[config.mk]
export PLATFORM = sky130hd
export DESIGN_NAME = cpa64_seq
export DESIGN_NICKNAME = d
export VERILOG_FILES = /design/src/rtl/cpa64_pkg.sv /design/src/rtl/cpa64_seq_add32.sv /design/src/rtl/cpa64_seq.sv
export SDC_FILE = /design/constraint.sdc
export NUM_CORES = 1
export LEC_CHECK = 0
export CAP_MARGIN = 20
export CORE_MARGIN = 5
export CORE_UTILIZATION = 50
export DETAILED_ROUTE_END_ITERATION = 8
export PLACE_DENSITY_LB_ADDON = 0.2
export REMOVE_ABC_BUFFERS = 1
export SYNTH_ARGS = -nofsm -noshare
export SYNTH_HDL_FRONTEND = slang
export SYNTH_SLANG_ARGS = --single-unit
[constraint.sdc]
create_clock -name clk -period 9.1 [get_ports clk]
set_clock_uncertainty 0.1 [all_clocks]
set_input_delay 1.82 -clock clk [delete_from_list [all_inputs] [get_ports clk]]
set_output_delay 1.82 -clock clk [all_outputs]
set_load 0.005 [all_outputs]
[src/rtl/cpa64_pkg.sv]
// Shared constants for the sequential 64-bit carry-propagate adder:
// datapath widths and the 2-bit FSM state encoding.
package cpa64_pkg;

  localparam int W  = 64;
  localparam int HW = 32;

  localparam logic [1:0] ST_IDLE = 2'd0;
  localparam logic [1:0] ST_LO   = 2'd1;
  localparam logic [1:0] ST_HI   = 2'd2;
  localparam logic [1:0] ST_DONE = 2'd3;

endpackage

[src/rtl/cpa64_seq_add32.sv]
// 32-bit ripple/carry-propagate adder slice shared by both halves of cpa64_seq.
// T carries the nominal propagation delay for timing-annotated models only.
module cpa64_seq_add32
  import cpa64_pkg::*;
#(
  parameter real T = 0.000
) (
  input  logic [HW-1:0] a,
  input  logic [HW-1:0] b,
  input  logic          cin,
  output logic [HW-1:0] sum,
  output logic          cout
);

  // The synthesized adder is zero-delay; a negative delay has no meaning here.
  if (T < 0.0) begin : g_neg_delay_unsupported
  end

  logic [HW:0] full_sum;

  assign full_sum    = {1'b0, a} + {1'b0, b} + {{HW{1'b0}}, cin};
  assign sum         = full_sum[HW-1:0];
  assign cout        = full_sum[HW];

endmodule

[src/rtl/cpa64_seq.sv]
// Sequential 64-bit final adder for a Dadda multiplier: one 32-bit adder reused
// for the low then high half. Define CPA64_COUT_EN to expose the bit-63 carry as cout.
module cpa64_seq
  import cpa64_pkg::*;
#(
  parameter real T = 0.000
) (
  input  logic         clk,
  input  logic         rst_n,
  input  logic         in_valid,
  output logic         in_ready,
  input  logic [63:0]  row_s,
  input  logic [63:0]  row_c,
  output logic         out_valid,
  input  logic         out_ready,
  output logic [63:0]  product
`ifdef CPA64_COUT_EN
  ,
  output logic         cout
`endif
);

  logic [1:0]    state_reg;
  logic [W-1:0]  rs_reg;
  logic [W-1:0]  rc_reg;
  logic [W-1:0]  prod_reg;
  logic          carry_reg;

  logic          accept;
  logic [HW-1:0] add_a;
  logic [HW-1:0] add_b;
  logic          add_cin;
  logic [HW-1:0] add_sum;
  logic          add_cout;

  assign in_ready  = (state_reg == ST_IDLE) || ((state_reg == ST_DONE) && out_ready);
  assign accept    = in_valid && in_ready;
  assign out_valid = (state_reg == ST_DONE);
  assign product   = prod_reg;

  // Operand mux: only HI works on the upper halves and consumes the saved carry.
  always_comb begin
    add_a   = rs_reg[HW-1:0];
    add_b   = rc_reg[HW-1:0];
    add_cin = 1'b0;
    if (state_reg == ST_HI) begin
      add_a   = rs_reg[W-1:HW];
      add_b   = rc_reg[W-1:HW];
      add_cin = carry_reg;
    end
  end

  cpa64_seq_add32 #(
    .T(T)
  ) u_add32 (
    .a   (add_a),
    .b   (add_b),
    .cin (add_cin),
    .sum (add_sum),
    .cout(add_cout)
  );

  always_ff @(posedge clk or negedge rst_n) begin
    if (!rst_n) begin
      state_reg <= ST_IDLE;
      rs_reg    <= '0;
      rc_reg    <= '0;
      prod_reg  <= '0;
      carry_reg <= 1'b0;
    end else begin
      case (state_reg)
        ST_IDLE: begin
          if (accept) begin
            rs_reg    <= row_s;
            rc_reg    <= row_c;
            state_reg <= ST_LO;
          end
        end
        ST_LO: begin
          prod_reg[HW-1:0] <= add_sum;
          carry_reg        <= add_cout;
          state_reg        <= ST_HI;
        end
        ST_HI: begin
          prod_reg[W-1:HW] <= add_sum;
          state_reg        <= ST_DONE;
        end
        default: begin
          // DONE: product is held until the consumer takes it.
          if (out_ready) begin
            if (accept) begin
              rs_reg    <= row_s;
              rc_reg    <= row_c;
              state_reg <= ST_LO;
            end else begin
              state_reg <= ST_IDLE;
            end
          end
        end
      endcase
    end
  end

`ifdef CPA64_COUT_EN
  logic cout_reg;

  always_ff @(posedge clk or negedge rst_n) begin
    if (!rst_n) begin
      cout_reg <= 1'b0;
    end else if (state_reg == ST_HI) begin
      cout_reg <= add_cout;
    end
  end

  assign cout = cout_reg;
`endif

endmodule
==> flow_metrics.py, run 1 <==
metrics = {
    "status": {
        "outcome": "finished, final reports clean",
    },
    "clock_tree": {
        "post_cts_resized": 0,
        "cts_buffer_depth": 2,
        "cts-hold-fix-buffers": 0,
        "cts.sinks": 195,
        "clock_latency_ns": 0.44,
        "clock-root-buffer": "clkbuf_16",
        "htreeDepth": 4,
        "numCtsBuffers": 17,
        "clk_pin_slew_ns": 0.08,
        "post_cts_buffers": 0,
        "cts_tree": "yes",
    },
    "place": {
        "dpl.cell_count": 1224,
        "dp_hpwl_mm": 16.7,
        "place_congestion": 0.900,
        "port_buffers": 197,
        "pre_cts_ws_ns": 4.20,
    },
    "worst_hold_path": {
        "hold_depth": 1,
        "hp-start": "rc_reg[43]",
        "min_path_type": "reg -> reg",
        "hold_end": "rc_reg[43]",
    },
    "logic_synthesis": {
        "yosysUniqueCellTypes": 61,
        "syn_inst": 805,
        "synth_warnings": 0,
        "async_flop_share_pct": 100,
        "yosys.area.top_type": "dfrtp_1",
        "synth_ff_type": "dfrtp_1",
        "synth_edf_count": 0,
        "synth_top_area_share_pct": 49.1,
        "syn-cell-area_um2": 9940,
        "syn_area_per_cell_um2": 12.3,
        "ys_ff_latch": 195,
        "ys_seq_area_share_pct": 49.1,
        "ys_top_cells_by_area": "dfrtp_1, mux2_2, ha_1",
    },
    "global_route": {
        "grt_pass1_vias": 7403,
        "grt_max_degree": 121,
        "track_usage_pct": 20.8,
        "grt_antenna_before_repair": 1,
        "grt_overflow_total": 0,
        "grt_pass1_wl_mm": 37.5,
    },
    "timing": {
        "tns_ns": 0,
        "fin_ws_ns": 4.20,
        "worstMarginPinSlew_ns": 0.961,
        "hold_viol_final": 0,
        "fin_crit_sh_pct": 53.8,
        "finalCriticalPeriod_ns": 4.90,
        "rsz0062_at_grt": "no",
        "max-slew-margin-rel_pct": 35.9,
        "slew_violations": 0,
        "setup-violations-final": 0,
        "max_freq_mhz": 204,
    },
    "finish": {
        "fin_nets": 1147,
        "final_common_cell": "mux2_2",
        "final_cells": 1256,
        "drive_gt1_share_pct": 28.8,
        "layout_common_cells": "mux2_2, clkdlybuf4s50_1, dfrtp_1",
        "antennaDiodeCount": 0,
        "syn_to_final_growth_pct": 28.1,
    },
    "setup_path": {
        "crit_path_max_fanout": 4,
        "reg2reg_slack_ns": 4.21,
        "end_kind": "primary output",
        "required_ns": 7.18,
        "crit_arrival_ns": 2.98,
        "cp-start-kind": "input pin",
        "cp-startpoint": "out_ready",
        "crit_type": "in -> out",
        "reg2reg_to": "product[58]",
        "reg2reg_from": "state_reg[0]",
        "reg2reg_depth": 14,
    },
    "detailed_routing": {
        "routedWlPerCell_um": 18.4,
        "vias_per_cell": 5.48,
        "finalWirelength_mm": 23.1,
        "vias": 6889,
        "drcViolationCount": 0,
        "firstDrtPassIters": 4,
        "drt-initial-drc-count": 338,
        "antenna_left": 0,
    },
    "die": {
        "start_util_pct": 50.9,
        "rows": 51,
        "dieArea_um2": 22800,
        "die_w_um": 151,
        "coreArea_um2": 19500,
        "die_h_um": 151,
        "pin_count": 198,
    },
    "run": {
        "max_cap_violations": 0,
    },
}
## worst max-delay path by stage
stage / cells past startpoint / slack (ns) / to
detailed placement: 14 / 4.20 / product[26]
CTS: 14 / 4.17 / product[58]
global route: 14 / 3.88 / product[58]
finish: 3 / 4.20 / in_ready
global placement: 3 / 4.22 / in_ready
floorplan: 4 / 0.82 / rc_reg[0]
## cell usage after synthesis, types with 2 or more instances
cell        n
mux2_2    234
ha_1       35
fa_1        2
nor2b_1     4
nand3_1     8
o21ai_1     2
nand2_1    32
xnor2_1    14
or3_1       3
a31oi_1     4
o21bai_1    4
o211ai_1    7
a21oi_1    53
and3_1      3
o311ai_1    2
nor2_1     28
mux2i_1     3
o31ai_1     6
or4_1       3
o21ai_0    24
or4b_1      2
xor2_1     12
buf_1       5
inv_1      14
a21o_1     13
clkbuf_1   38
dfrtp_1   195
buf_2       4
nand4_1    17
nor3_1      3
## area by class of cell
cell class / instances / area [um^2]
fillers: 1566 / 6800
inverters: 14 / 52.6
clock inverters: 15 / 188
clock buffers: 17 / 425
well taps: 265 / 332
multi-input cells: 548 / 4840
flip-flops and latches: 195 / 4880
repair buffers: 202 / 2010
## critical path, cell delays in order
cell	delay, ns
clkdlybuf4s50_1	0.52
a21o_1	0.15
clkdlybuf4s50_1	0.50
## routing by layer
| layer | share of wire [%] | wire length, um | global-route usage (%) |
|---|---|---|---|
| met1 | 42 | 9650 | 26.0 |
| met2 | 50 | 11700 | 35.7 |
| met3 | 6.5 | 1490 | 5.57 |
| met4 | 1.3 | 293 | 5.98 |
| met5 | 0.030 | 7 | 0 |
## kinds of logic (layout without fill, tap and decap cells)
family                     Yosys count  count (layout)  share of synthesized area (%)
and+or+nand+nor                    110             110                           5.54
adders and majority gates           37              37                           4.81
buffers and inverters               62             248                           2.43
xor gates and xnor gates            26              26                           2.29
DFF                                195             195                           49.1
AOI/OAI and AO/OA                  138             138                           8.99
muxes                              237             237                           26.8
## per-stage QoR
stage / instance area [um^2] / hold WS, ns / util, %
finish: 12700 / 0.405 / 65.2
global route: 12700 / 0.420 / 65.2
CTS: 12700 / 0.407 / 65.2
detailed placement: 12100 / 0.390 / 62.0
global placement: 12100 / 0.383 / 62.0
floorplan: 9750 / 0.375 / -
Power of run 1 is not shown: default switching activity piles up to over one toggle a cycle in this logic, so the estimate is an artifact.
==> inputs of run 2 (changes only) <==
==> constraint.sdc (replaced) <==
create_clock -name clk -period 4.91 [get_ports clk]
set_clock_uncertainty 0.1 [all_clocks]
set_input_delay 0.982 -clock clk [delete_from_list [all_inputs] [get_ports clk]]
set_output_delay 0.982 -clock clk [all_outputs]
set_load 0.005 [all_outputs]
==> run 2 against run 1 <==
  * Sequential share of layout area decreased by 0.18 points
  * Critical path depth increased by 9
  * Global-route usage increased by 0.67 points
  * Largest cell class unchanged
  * Cell area increased by 0.47%
  * Cell count increased by 0.16%
  * Non-clock buffer count increased by 3
==> flow_metrics.py, run 2 (synthesized netlist as in run 1, its figures left out) <==
metrics = {
    "setup_path": {
        "crit_arrival_ns": 4.22,
        "end_kind": "flop",
        "cpMostUsedCell": "mux2_2",
        "slowest_stage": "o31ai_2",
        "cp.buffers_inverters": 2,
        "cp-start-kind": "flop",
        "crit_type": "reg -> reg",
        "cpPeakStageDelay_ns": 0.57,
        "required_ns": 5.13,
        "path_delay_family": "compound AO/OA/AOI/OAI gates",
        "crit_path_max_fanout": 45,
        "crit_path_cell_trace": "inv_1 -> ha_4 -> buf_12 -> mux2_2 -> ha_1 -> and3_1 -> nand2_1 -> a21oi_1 -> o31ai_2 -> o221ai_2 -> xor2_1 -> mux2_2",
    },
    "clock_tree": {
        "cts.sinks": 195,
        "htreeDepth": 4,
        "clock_latency_ns": 0.44,
        "cts-hold-fix-buffers": 0,
        "cts_tree": "yes",
        "numCtsBuffers": 17,
        "post_cts_resized": 0,
        "cts_buffer_depth": 2,
        "clk_pin_slew_ns": 0.07,
        "clock-root-buffer": "clkbuf_16",
        "post_cts_buffers": 0,
    },
    "detailed_routing": {
        "vias_per_cell": 5.49,
        "routedWlPerCell_um": 18.7,
        "vias": 6912,
        "antenna_left": 0,
        "finalWirelength_mm": 23.5,
        "drcViolationCount": 0,
        "firstDrtPassIters": 5,
        "drt-initial-drc-count": 416,
    },
    "global_route": {
        "grt_max_degree": 103,
        "track_usage_pct": 21.5,
        "grt_overflow_total": 0,
        "grt_antenna_before_repair": 0,
        "grt_pass1_vias": 7481,
        "grt_pass1_wl_mm": 38.6,
    },
    "timing": {
        "max-slew-margin-rel_pct": 41.4,
        "fin_crit_sh_pct": 81.5,
        "max_freq_mhz": 250,
        "slew_violations": 0,
        "tns_ns": 0,
        "setup-violations-final": 0,
        "hold_viol_final": 0,
        "finalCriticalPeriod_ns": 4.00,
        "rsz0062_at_grt": "no",
        "worstMarginPinSlew_ns": 0.878,
    },
    "die": {
        "pin_count": 198,
        "rows": 51,
        "die_w_um": 151,
        "start_util_pct": 50.9,
        "coreArea_um2": 19500,
        "dieArea_um2": 22800,
        "die_h_um": 151,
    },
    "place": {
        "placedInstanceArea_um2": 12200,
        "dp_hpwl_mm": 17.6,
        "place_congestion": 0.900,
        "port_buffers": 197,
    },
    "finish": {
        "stdcell_area_um2": 12800,
        "antennaDiodeCount": 0,
        "fillers": 1578,
        "layout_common_cells": "mux2_2, clkdlybuf4s50_1, dfrtp_1",
        "fin_nets": 1150,
        "final_common_cell": "mux2_2",
        "syn_to_final_growth_pct": 28.7,
        "drive_gt1_share_pct": 28.8,
    },
    "status": {
        "outcome": "finished, final reports clean",
    },
    "worst_hold_path": {
        "min_path_type": "reg -> reg",
    },
    "run": {
        "max_cap_violations": 0,
    },
}
run 2: cell count changes in the layout (fill, tap and decap cells not counted), sizes merged:
cell      previous run  this run
bufinv               1         4
clkbuf              18        19
clkinv               6         2
buf                  5         8
inv                 22        19
clkinvlp             0         2
run 2: through the flow:
stage | hold WS (ns) | setup WS, ns | cells | util, %
after floorplan | 0.375 | -2.53 | 757 | -
after global placement | 0.382 | 1.00 | 1227 | 62.3
after detailed placement | 0.384 | 0.927 | 1227 | 62.3
after CTS | 0.401 | 0.914 | 1258 | 65.5
after global routing | 0.417 | 0.638 | 1258 | 65.5
final | 0.402 | 0.910 | 1258 | 65.5
run 2: final timing paths:
path	slack, ns	from	cells after the start	endpoint
setup / recovery	0.91	state_reg[0]	12	product[57]
hold / removal	0.40	rs_reg[47]	1	rs_reg[47]
setup reg to reg	0.91	state_reg[0]	12	product[57]
hold reg to reg	0.40	rs_reg[47]	1	rs_reg[47]
max in group asynchronous	3.22	rst_n	2	rc_reg[39]
min in group asynchronous	0.51	rst_n	1	rs_reg[54]
run 2: per-layer routing:
metal / wire, um / up-vias / GRT usage (%)
met5: 0 / - / 0
met4: 308 / 0 / 4.85
met3: 1590 / 20 / 6.61
li1: - / 3287 / -
met1: 9690 / 3423 / 26.9
met2: 11900 / 182 / 36.8
run 2: area by class of cell:
class,instances,area (um^2),share of cell area (%)
clock buffer,18,429,3.36
clock inverter,13,196,1.54
inverter,14,52.6,0.411
multi-input combinational,548,4840,37.8
sequential,195,4880,38.2
tap,265,332,2.59
timing repair buffer,205,2060,16.1
Power of run 2 is left out for the same reason.
==> inputs of run 3 (changes only) <==
--- a/config.mk
+++ b/config.mk
@@ -7,7 +7,7 @@
 export LEC_CHECK = 0
 export CAP_MARGIN = 20
 export CORE_MARGIN = 5
-export CORE_UTILIZATION = 50
+export CORE_UTILIZATION = 47
 export DETAILED_ROUTE_END_ITERATION = 8
 export PLACE_DENSITY_LB_ADDON = 0.2
 export REMOVE_ABC_BUFFERS = 1
==> constraint.sdc (replaced) <==
create_clock -name clk -period 3.59 [get_ports clk]
set_clock_uncertainty 0.1 [all_clocks]
set_input_delay 0.718 -clock clk [delete_from_list [all_inputs] [get_ports clk]]
set_output_delay 0.718 -clock clk [all_outputs]
set_load 0.005 [all_outputs]
==> run 3 against run 2 <==
  * Hold slack got worse by 0.19 ns
  * Count of clock-buffer cells in the layout did not move
  * First-iteration DRC count fell by 6.3%
  * Setup slack got worse by 0.83 ns
  * Maximum frequency rose by 14%
  * Critical endpoint is now product[25]
==> flow_metrics.py, run 3 (synthesized netlist as in run 1, its figures left out) <==
metrics = {
    "timing": {
        "max-slew-margin-rel_pct": 53.8,
        "finalCriticalPeriod_ns": 3.51,
        "tns_ns": 0,
        "fin_crit_sh_pct": 97.7,
        "worstMarginPinSlew_ns": 0.693,
        "slew_violations": 0,
        "max_freq_mhz": 285,
        "setup-violations-final": 0,
        "hold_viol_final": 0,
        "rsz0062_at_grt": "yes",
    },
    "place": {
        "dp_hpwl_mm": 18.3,
        "place_congestion": 0.884,
        "port_buffers": 197,
    },
    "finish": {
        "layout_common_cells": "mux2_2, clkdlybuf4s50_1, dfrtp_1",
        "fillers": 1666,
        "syn_to_final_growth_pct": 36.9,
        "antennaDiodeCount": 0,
        "drive_gt1_share_pct": 35.6,
        "fin_nets": 1220,
        "final_common_cell": "mux2_2",
    },
    "clock_tree": {
        "clock-root-buffer": "clkbuf_16",
        "clock_latency_ns": 0.44,
        "clk_pin_slew_ns": 0.07,
        "numCtsBuffers": 17,
        "htreeDepth": 4,
        "cts_tree": "yes",
        "cts_buffer_depth": 2,
        "cts-hold-fix-buffers": 0,
        "cts.sinks": 195,
    },
    "detailed_routing": {
        "vias": 7242,
        "antenna_left": 0,
        "finalWirelength_mm": 25.0,
        "vias_per_cell": 5.41,
        "routedWlPerCell_um": 18.7,
        "firstDrtPassIters": 5,
        "drt-initial-drc-count": 390,
        "drcViolationCount": 0,
    },
    "run": {
        "max_cap_violations": 0,
    },
    "die": {
        "start_util_pct": 47.6,
        "coreArea_um2": 20900,
        "dieArea_um2": 24100,
        "rows": 53,
        "die_h_um": 155,
        "die_w_um": 155,
        "pin_count": 198,
    },
    "status": {
        "outcome": "finished, final reports clean",
    },
    "setup_path": {
        "crit_type": "reg -> reg",
        "cpPeakStageDelay_ns": 0.39,
        "slowest_stage": "dfrtp_1",
        "required_ns": 3.81,
        "reg2reg_from": "state_reg[0]",
        "crit_arrival_ns": 3.73,
        "cp-startpoint": "state_reg[0]",
        "crit_path_max_fanout": 5,
        "cp-start-kind": "flop",
        "crit_path_cell_trace": "inv_2 -> ha_4 -> buf_12 -> buf_12 -> mux2_2 -> ha_1 -> a21o_1 -> a31oi_2 -> a21oi_1 -> o31ai_2 -> buf_4 -> o221ai_4 -> xor2_1 -> mux2_2",
        "end_kind": "flop",
        "path_delay_family": "compound AO/OA/AOI/OAI gates",
        "cp.buffers_inverters": 4,
    },
    "global_route": {
        "grt_max_degree": 85,
        "grt_pass1_wl_mm": 39.6,
        "grt_antenna_before_repair": 0,
        "grt_pass1_vias": 7559,
        "grt_overflow_total": 0,
        "track_usage_pct": 20.4,
    },
    "worst_hold_path": {
        "min_path_type": "in -> async",
    },
}
## run 3: cell types whose count changed in the layout (fill, tap and decap cells not counted), sizes merged
cell,delta
bufinv,-2
inv,+2
clkinvlp,-1
clkbuf,+3
clkinv,+2
buf,+67
## run 3: metal layers
metal / wire, um / share of wire, % / track usage, %
met5: 0 / 0 / 0
met4: 424 / 1.7 / 4.67
met2: 12200 / 49 / 33.6
met3: 1580 / 6.3 / 5.45
met1: 10800 / 43 / 27.0
## run 3: per-stage QoR
step	setup WS (ns)	instance area, um^2	hold WS [ns]	cells	util [%]
2_1_floorplan	-3.59	9750	0.322	757	-
3_3_place_gp	-0.0751	12600	0.385	1291	60.5
3_5_place_dp	-0.113	12600	0.391	1291	60.5
4_1_cts	0.00213	13300	0.236	1323	63.6
5_1_grt	-0.0319	13600	0.259	1339	65.1
6_report	0.0808	13600	0.208	1339	65.1
## run 3: worst paths after layout
kind | to | slack (ns) | cells after the start
setup / recovery | product[25] | 0.08 | 14
hold / removal | rs_reg[54] | 0.21 | 1
setup reg to reg | product[25] | 0.08 | 14
hold reg to reg | rc_reg[49] | 0.41 | 1
max in group asynchronous | product[9] | 2.36 | 2
min in group clk | rc_reg[49] | 0.41 | 1
## run 3: timing repair
item / in CTS / in global routing
pin swaps: 0 / 8
setup endpoints to repair: 13 / 31
cloned: 0 / 3
resized for setup: 7 / 26
buffers inserted: 0 / 13
## run 3: area by class of cell
cell class                      count  area [um^2]  share of cell area [%]
Multi-Input combinational cell    548         5010                    36.9
Sequential cell                   195         4880                    35.9
Timing Repair Buffer              275         2710                    19.9
Clock buffer                       18          429                    3.15
Tap cell                          275          344                    2.53
Clock inverter                     14          169                    1.24
Inverter                           14         52.6                   0.386
Power of run 3 is left out for the same reason.
